===== config.mk =====
export PLATFORM = sky130hd
export DESIGN_NAME = led_sequencer
export DESIGN_NICKNAME = d
export VERILOG_FILES = /design/src/rtl/led_sequencer.sv
export SDC_FILE = /design/constraint.sdc
export NUM_CORES = 1
export LEC_CHECK = 0
export CORE_MARGIN = 1
export CORE_UTILIZATION = 61
export DETAILED_ROUTE_END_ITERATION = 10
export PLACE_DENSITY = 0.82
export SLEW_MARGIN = 15
export SYNTH_ARGS = -nofsm -noshare
export SYNTH_HDL_FRONTEND = slang
export SYNTH_SLANG_ARGS = --single-unit

===== constraint.sdc =====
create_clock -name pG0 -period 3.8 [get_ports pG0]
set_clock_uncertainty 0.05 [all_clocks]
set_input_delay 0.95 -clock pG0 [delete_from_list [all_inputs] [get_ports pG0]]
set_output_delay 0.95 -clock pG0 [all_outputs]
set_load 0.01 [all_outputs]

===== src/rtl/led_sequencer.sv =====
// Prescaled LED pattern sequencer: up/down/Gray counters and a one-hot bounce,
// driven by synchronised run/mode pins and emitting a tick with each new pattern.
module led_sequencer #(
  parameter int N_LEDS        = 4,
  parameter int PRESCALE_BITS = 10,
  parameter int SYNC_STAGES   = 2
) (
  input  logic              pG0,
  input  logic              p3B2,
  input  logic              run,
  input  logic [1:0]        mode,
  output logic [N_LEDS-1:0] led,
  output logic              tick
);

  localparam int PRE_W = (PRESCALE_BITS > 0) ? PRESCALE_BITS : 1;
  localparam int POS_W = (N_LEDS > 1) ? $clog2(N_LEDS) : 1;

  localparam logic [1:0] M_UP     = 2'b00;
  localparam logic [1:0] M_DOWN   = 2'b01;
  localparam logic [1:0] M_GRAY   = 2'b10;
  localparam logic [1:0] M_BOUNCE = 2'b11;

  localparam logic DIR_UP = 1'b0;
  localparam logic DIR_DN = 1'b1;

  localparam logic [POS_W-1:0] POS_MAX = POS_W'(N_LEDS - 1);

  function automatic logic [N_LEDS-1:0] onehot(input logic [POS_W-1:0] p);
    return N_LEDS'(1'b1) << p;
  endfunction

  function automatic logic [N_LEDS-1:0] bin2gray(input logic [N_LEDS-1:0] n);
    return n ^ (n >> 1);
  endfunction

  logic [SYNC_STAGES-1:0]      run_sync_q, run_sync_d;
  logic [SYNC_STAGES-1:0][1:0] mode_sync_q, mode_sync_d;
  logic                        run_s;
  logic [1:0]                  mode_s;

  logic [PRE_W-1:0]  pre_q, pre_d;
  logic              step;
  logic [N_LEDS-1:0] cnt_q, cnt_d, cnt_inc, cnt_dec;
  logic [POS_W-1:0]  pos_q, pos_d;
  logic              dir_q, dir_d;
  logic [1:0]        m_q, m_d;
  logic [N_LEDS-1:0] led_q, led_d;
  logic              tick_q, tick_d;

  // Synchroniser chains: stage 0 samples the pin, the last stage is the usable value
  always_comb begin
    run_sync_d  = {run_sync_q[SYNC_STAGES-2:0], run};
    mode_sync_d = {mode_sync_q[SYNC_STAGES-2:0], mode};
  end

  assign run_s  = run_sync_q[SYNC_STAGES-1];
  assign mode_s = mode_sync_q[SYNC_STAGES-1];

  always_comb begin
    pre_d = pre_q;
    step  = 1'b0;
    if (PRESCALE_BITS == 0) begin
      pre_d = '0;
      step  = run_s;
    end else begin
      step = run_s && (pre_q == '1);
      if (run_s) pre_d = pre_q + 1'b1;
    end
  end

  // Next-state for the pattern; nothing moves except on a step
  always_comb begin
    cnt_d   = cnt_q;
    pos_d   = pos_q;
    dir_d   = dir_q;
    m_d     = m_q;
    led_d   = led_q;
    tick_d  = 1'b0;
    cnt_inc = cnt_q + 1'b1;
    cnt_dec = cnt_q - 1'b1;
    if (step) begin
      m_d    = mode_s;
      tick_d = 1'b1;
      case (mode_s)
        M_UP: begin
          cnt_d = cnt_inc;
          led_d = cnt_inc;
        end
        M_DOWN: begin
          cnt_d = cnt_dec;
          led_d = cnt_dec;
        end
        M_GRAY: begin
          cnt_d = cnt_inc;
          led_d = bin2gray(cnt_inc);
        end
        default: begin
          if ((m_q != M_BOUNCE) || (N_LEDS == 1)) begin
            pos_d = '0;
            dir_d = DIR_UP;
          end else if (dir_q == DIR_UP) begin
            if (pos_q == POS_MAX) begin
              dir_d = DIR_DN;
              pos_d = pos_q - 1'b1;
            end else begin
              pos_d = pos_q + 1'b1;
            end
          end else begin
            if (pos_q == '0) begin
              dir_d = DIR_UP;
              pos_d = pos_q + 1'b1;
            end else begin
              pos_d = pos_q - 1'b1;
            end
          end
          led_d = onehot(pos_d);
        end
      endcase
    end
  end

  always_ff @(posedge pG0) begin
    if (!p3B2) begin
      run_sync_q  <= '0;
      mode_sync_q <= '0;
      pre_q       <= '0;
      cnt_q       <= '0;
      pos_q       <= '0;
      dir_q       <= DIR_UP;
      m_q         <= M_UP;
      led_q       <= '0;
      tick_q      <= 1'b0;
    end else begin
      run_sync_q  <= run_sync_d;
      mode_sync_q <= mode_sync_d;
      pre_q       <= pre_d;
      cnt_q       <= cnt_d;
      pos_q       <= pos_d;
      dir_q       <= dir_d;
      m_q         <= m_d;
      led_q       <= led_d;
      tick_q      <= tick_d;
    end
  end

  assign led  = led_q;
  assign tick = tick_q;

endmodule

==> results.ini, run 1 <==
[floorplanning]
core_sq_um=2230
start_util_pct=65.8
ios=10
die_h_microns=51.1
row_count=17
die-area_sq_um=2610
die_w_microns=51.1

[grt]
grt_max_degree=21
grt_first_pass_wirelength_microns=4750
grt_pass1_vias=1093
grtUsageTotal_pct=25.3
antenna_found_initial=0
grt_overflow=0

[worst_hold_path]
hold_path_class=reg2reg
whs_path_depth=1

[detailed_routing]
drt_iter0_markers=35
drt_pass1_iterations=4
drcViolationCount=0
via_per_inst=6.13
route.antenna.remaining_nets=0
wire_per_inst_microns=13.8
drt_wl_total_microns=2840
via_count=1263

[timing]
rsz0062_at_grt=no
finalCritPeriodShare_pct=59.5
setup_viol=0
slew-limit-headroom_pct=27.8
finalSetupTns_ps=0
slew_viol_final=0
tightest_slew_ps=1070
period_minus_slack_ps=2260
hold_violations=0
max_freq_ghz=0.442
setup_ws_ps=1540

[placement]
dpl.hpwl_microns=2010
io_buffers=9
pre_cts_ws_ps=1330
post-place-cells=198
gp_congestion=0.817

[critical_path]
start_kind=flip-flop
critical-path-top-delay-family=simple AND/OR/NAND/NOR gates
path_buf_inv=0
slowest_stage=nor4_2
required_ps=3980
path_depth=5
cp.arrival_ps=2440
crit_path_end_kind=flip-flop
worstSetupPathType=reg2reg
cp_slowest_stage_delay_ps=860
r2r_cells=5
cp_max_fo=13
crit_chain=ha_1 -> nand4_2 -> nor4_2 -> o21ai_0 -> o221a_2

[logic_synthesis]
seq_area_frac_synth_pct=40.9
ys.flop_type=dfxtp_1
synth-seq-cells=30
syn_nets=180
synth_edf_count=0
synth_cell_types=41
synth_cells=172
async_flop_share_pct=0
yosysWarnings=0
synthesis.area_per_instance_sq_um=8.55
synth_area_sq_um=1470

[clock_tree]
clk_latency_ps=330
cts_root_buf=clkbuf_4
h-tree-depth=2
clk_path_buf_depth=2
cts_setup_buffers=0
cts_num_sinks=30
cts_tree=built
ctsResizeCount=0
clkTransAtPathRegs_ps=90
numCtsBuffers=5
holdBufCountCts=0

[finish]
mostFrequentLayoutCells=dfxtp_1 (30), nor2_1 (14), a21oi_1 (13)
layout-drive-gt1-share_pct=6.74
finalNonFillerCells=206
final_common_cell=dfxtp_1
n_antenna_cell=0
area_delta_synth_final_pct=11.1
nNetsFinal=185

[pwr]
power_density_nw_per_um2=358
p_leak_nw=0.574
ir_drop_mv=0.303

[job]
drv_cap=0

[run_status]
run_status=completed

worst register-to-register path, stage by stage (launching register included):
cell and delay (ps):
dfxtp_1 370, ha_1 190, nand4_2 210, nor4_2 860
o21ai_0 210, o221a_2 280
layer usage:
layer  vias up  track usage, %  share of wire [%]
li1        629               -                  -
met1       583            30.0                 43
met2        43            40.8                 49
met3         8            8.33                6.2
met4         0            12.5                2.4
met5         -               0                  0
cell type report:
type,instances,area (sq um)
inverters,7,26.3
clock inverters,1,30.0
repair buffers,9,90.1
fillers,178,599
flip-flops and latches,30,601
multi-input cells,124,807
well taps,28,35.0
clock buffers,7,45.0
synthesized netlist by cell type (2+ instances only):
cell type / instances / area share (%)
or3_1: 2 / 0.85
nand2_1: 12 / 3.1
ha_1: 3 / 2.6
nand4_1: 3 / 1.3
o31ai_1: 3 / 1.5
o2111ai_1: 2 / 1.2
clkbuf_1: 10 / 2.6
nor4b_1: 2 / 1.2
nand3_1: 9 / 3.1
o22ai_1: 2 / 0.85
nand4_2: 2 / 1.7
or4_1: 2 / 1.0
dfxtp_1: 30 / 41
a21oi_1: 13 / 4.4
mux2i_1: 4 / 2.7
nand3b_1: 2 / 1.0
a311oi_1: 2 / 1.2
xor2_1: 5 / 3.0
nor2b_1: 4 / 1.7
xnor2_1: 4 / 2.4
and2_1: 7 / 3.0
o21ai_0: 9 / 3.1
and4_1: 2 / 1.2
o21a_1: 2 / 1.0
inv_1: 7 / 1.8
nor2_1: 14 / 3.6
kinds of logic (layout without fill, tap and decap cells):
| kind of cell | after synthesis | in the layout | share of synthesized area [%] |
|---|---|---|---|
| AND/OR/NAND/NOR | 67 | 67 | 25.9 |
| adder cells (fa/ha/maj) | 3 | 3 | 2.55 |
| XOR/XNOR | 9 | 9 | 5.36 |
| buffers and inverters | 18 | 24 | 4.68 |
| flip-flops | 30 | 30 | 40.9 |
| multiplexers | 4 | 4 | 2.72 |
| AO/OA/AOI/OAI | 41 | 41 | 18.0 |
power breakdown:
group	internal (mW)	switching [mW]	total, mW	leakage [nW]
Clock	0.139	0.105	0.245	0.0395
Combinational	0.00912	0.00881	0.0179	0.292
Sequential	0.318	0.00484	0.323	0.243
worst paths after layout:
kind	slack (ps)	to	start
worst min register to register	380	mode_s[1]	mode_sync_d[3]
worst min-delay path	380	mode_s[1]	mode_sync_d[3]
worst max register to register	1540	led[0]	pre_q[0]
worst max-delay path	1540	led[0]	pre_q[0]
per-stage QoR:
| stage | cell area, sq um | power [mW] | hold slack (ps) | util [%] |
|---|---|---|---|---|
| global placement | 1560 | 0.347 | 360 | 69.8 |
| CTS | 1630 | 0.591 | 387 | 73.2 |
| detailed placement | 1560 | 0.348 | 366 | 69.8 |
| floorplan | 1470 | 0.341 | 356 | - |
| finish | 1630 | 0.586 | 383 | 73.2 |
| global route | 1630 | 0.606 | 401 | 73.2 |
sequential cells by signal, summed over array words and instances (netlist names):
register	flops
mode_s	2
mode_sync_d	2
m_q	2
led	4
tick	1
dir_q	1
run_sync_q	2
pos_q	2
pre_q	10
cnt_q	4
No activity file was read; power rests on OpenSTA's default activity.
==> run 2, diff against run 1 <==
--- a/config.mk
+++ b/config.mk
@@ -6,9 +6,9 @@
 export NUM_CORES = 1
 export LEC_CHECK = 0
 export CORE_MARGIN = 1
-export CORE_UTILIZATION = 61
+export CORE_UTILIZATION = 57
 export DETAILED_ROUTE_END_ITERATION = 10
-export PLACE_DENSITY = 0.82
+export PLACE_DENSITY = 0.77
 export SLEW_MARGIN = 15
 export SYNTH_ARGS = -nofsm -noshare
 export SYNTH_HDL_FRONTEND = slang
==> constraint.sdc (replaced) <==
create_clock -name pG0 -period 2.3 [get_ports pG0]
set_clock_uncertainty 0.05 [all_clocks]
set_input_delay 0.575 -clock pG0 [delete_from_list [all_inputs] [get_ports pG0]]
set_output_delay 0.575 -clock pG0 [all_outputs]
set_load 0.01 [all_outputs]
==> results.ini, run 2 (same netlist as run 1, synthesis figures left out) <==
[grt]
grt_first_pass_wirelength_microns=4880  ; +2.6%
grt_max_degree=21  ; unchanged
grt_overflow=0  ; unchanged
grtUsageTotal_pct=25.0  ; -0.36 points
antenna_found_initial=0  ; unchanged
grt_pass1_vias=1074  ; -1.7%

[detailed_routing]
route.antenna.remaining_nets=0  ; unchanged
drcViolationCount=0  ; unchanged
drt_pass1_iterations=4  ; unchanged
via_per_inst=6.02  ; -1.8%
drt_wl_total_microns=2960  ; +4.1%
wire_per_inst_microns=14.0  ; +1.6%
via_count=1271  ; +0.63%
drt_iter0_markers=36  ; +2.9%

[placement]
post-place-cells=203  ; +2.5%
io_buffers=9  ; unchanged
gp_congestion=0.827  ; +1.2%
pre_cts_ws_ps=192  ; -1130 ps
placed_cell_area_sq_um=1580  ; +1.6%
dpl.hpwl_microns=2020  ; +0.62%

[critical_path]
cp_slowest_stage_delay_ps=560  ; -300 ps
required_ps=2510  ; -1470 ps
cp.arrival_ps=2320  ; -120 ps
crit_path_end_kind=flip-flop
cp_max_fo=13  ; unchanged
worstSetupPathType=reg2reg
slowest_stage=or4_4
crit_chain=ha_1 -> nand4_2 -> or4_4 -> or4_1 -> a21oi_1
start_kind=flip-flop

[timing]
slew-limit-headroom_pct=58.1  ; +30 points
setup_viol=0  ; unchanged
rsz0062_at_grt=no
tightest_slew_ps=628  ; -445 ps
hold_violations=0  ; unchanged
max_freq_ghz=0.472  ; +6.8%
finalSetupTns_ps=0  ; unchanged
finalCritPeriodShare_pct=92.1  ; +33 points
period_minus_slack_ps=2120  ; -144 ps
setup_ws_ps=181  ; -1360 ps
slew_viol_final=0  ; unchanged
holdWs_ps=389  ; +5.51 ps

[floorplanning]
die-area_sq_um=2790  ; +6.7%
die_h_microns=52.8  ; +3.3%
die_w_microns=52.8  ; +3.3%
start_util_pct=59.9  ; -5.9 points
core_sq_um=2450  ; +9.9%
row_count=18  ; +1
ios=10  ; unchanged

[clock_tree]
clkTransAtPathRegs_ps=80  ; about the same
h-tree-depth=2  ; unchanged
clk_path_buf_depth=2  ; unchanged
ctsResizeCount=0  ; unchanged
cts_num_sinks=30  ; unchanged
cts_root_buf=clkbuf_4
cts_tree=built
numCtsBuffers=5  ; unchanged
cts_setup_buffers=0  ; unchanged
clk_latency_ps=330  ; about the same
holdBufCountCts=0  ; unchanged

[finish]
layout-drive-gt1-share_pct=8.29  ; +1.5 points
area_delta_synth_final_pct=12.9
mostFrequentLayoutCells=dfxtp_1 (30), nor2_1 (14), a21oi_1 (13)
finalNonFillerCells=211  ; +2.4%
final_common_cell=dfxtp_1
nNetsFinal=188  ; +1.6%
largest_reg_flops=10  ; unchanged
finalCoreUtilization_pct=67.6  ; -5.6 points
final_area_sq_um=1660  ; +1.5%
n_antenna_cell=0  ; unchanged
largest-register=pre_q

[pwr]
finalPower_mw=0.972  ; +66%
ir_drop_mv=0.497  ; +64%
power_density_nw_per_um2=586  ; +64%
p_leak_nw=0.590  ; +2.7%

[worst_hold_path]
hold_path_class=reg2reg

[run_status]
run_status=completed

[job]
drv_cap=0  ; unchanged

run 2: cell types whose count changed in the layout (fill, tap and decap cells not counted), sizes merged:
cell	before	now
buf	0	3
run 2: final cells by class:
cell class,count,area [sq um]
clock buffer,7,45.0
clock inverter,1,30.0
fill,215,796
inverter,7,26.3
multi-input combinational,124,807
sequential,30,601
tap,30,37.5
timing repair buffer,12,113
run 2: path summary, 6_finish.rpt:
kind,start,end,slack (ps),cells after the start
setup / recovery,pre_q[0],cnt_q[2],180,5
hold / removal,mode_sync_d[2],mode_s[0],390,1
setup reg to reg,pre_q[0],cnt_q[2],180,5
hold reg to reg,mode_sync_d[2],mode_s[0],390,1
run 2: layer usage:
| layer | part of all wire (%) | track usage (%) | vias up |
|---|---|---|---|
| li1 | - | - | 635 |
| met1 | 46 | 32.7 | 607 |
| met2 | 46 | 35.9 | 24 |
| met3 | 5.8 | 8.70 | 5 |
| met4 | 2.0 | 12.3 | 0 |
| met5 | 0 | 0 | - |
run 2: report_power, final:
group | switching (mW) | internal [mW] | leakage [nW]
clock network | 0.176 | 0.230 | 0.0395
logic | 0.0172 | 0.0171 | 0.307
registers | 0.00633 | 0.525 | 0.243
total | 0.200 | 0.773 | 0.590
run 2: worst max-delay path, delay by kind of cell, from the launching register on:
kind,cells,cell delay (ps)
AND/OR/NAND/NOR,3,1290
flip-flops,1,370
adder cells (fa/ha/maj),1,210
AO/OA/AOI/OAI,1,140
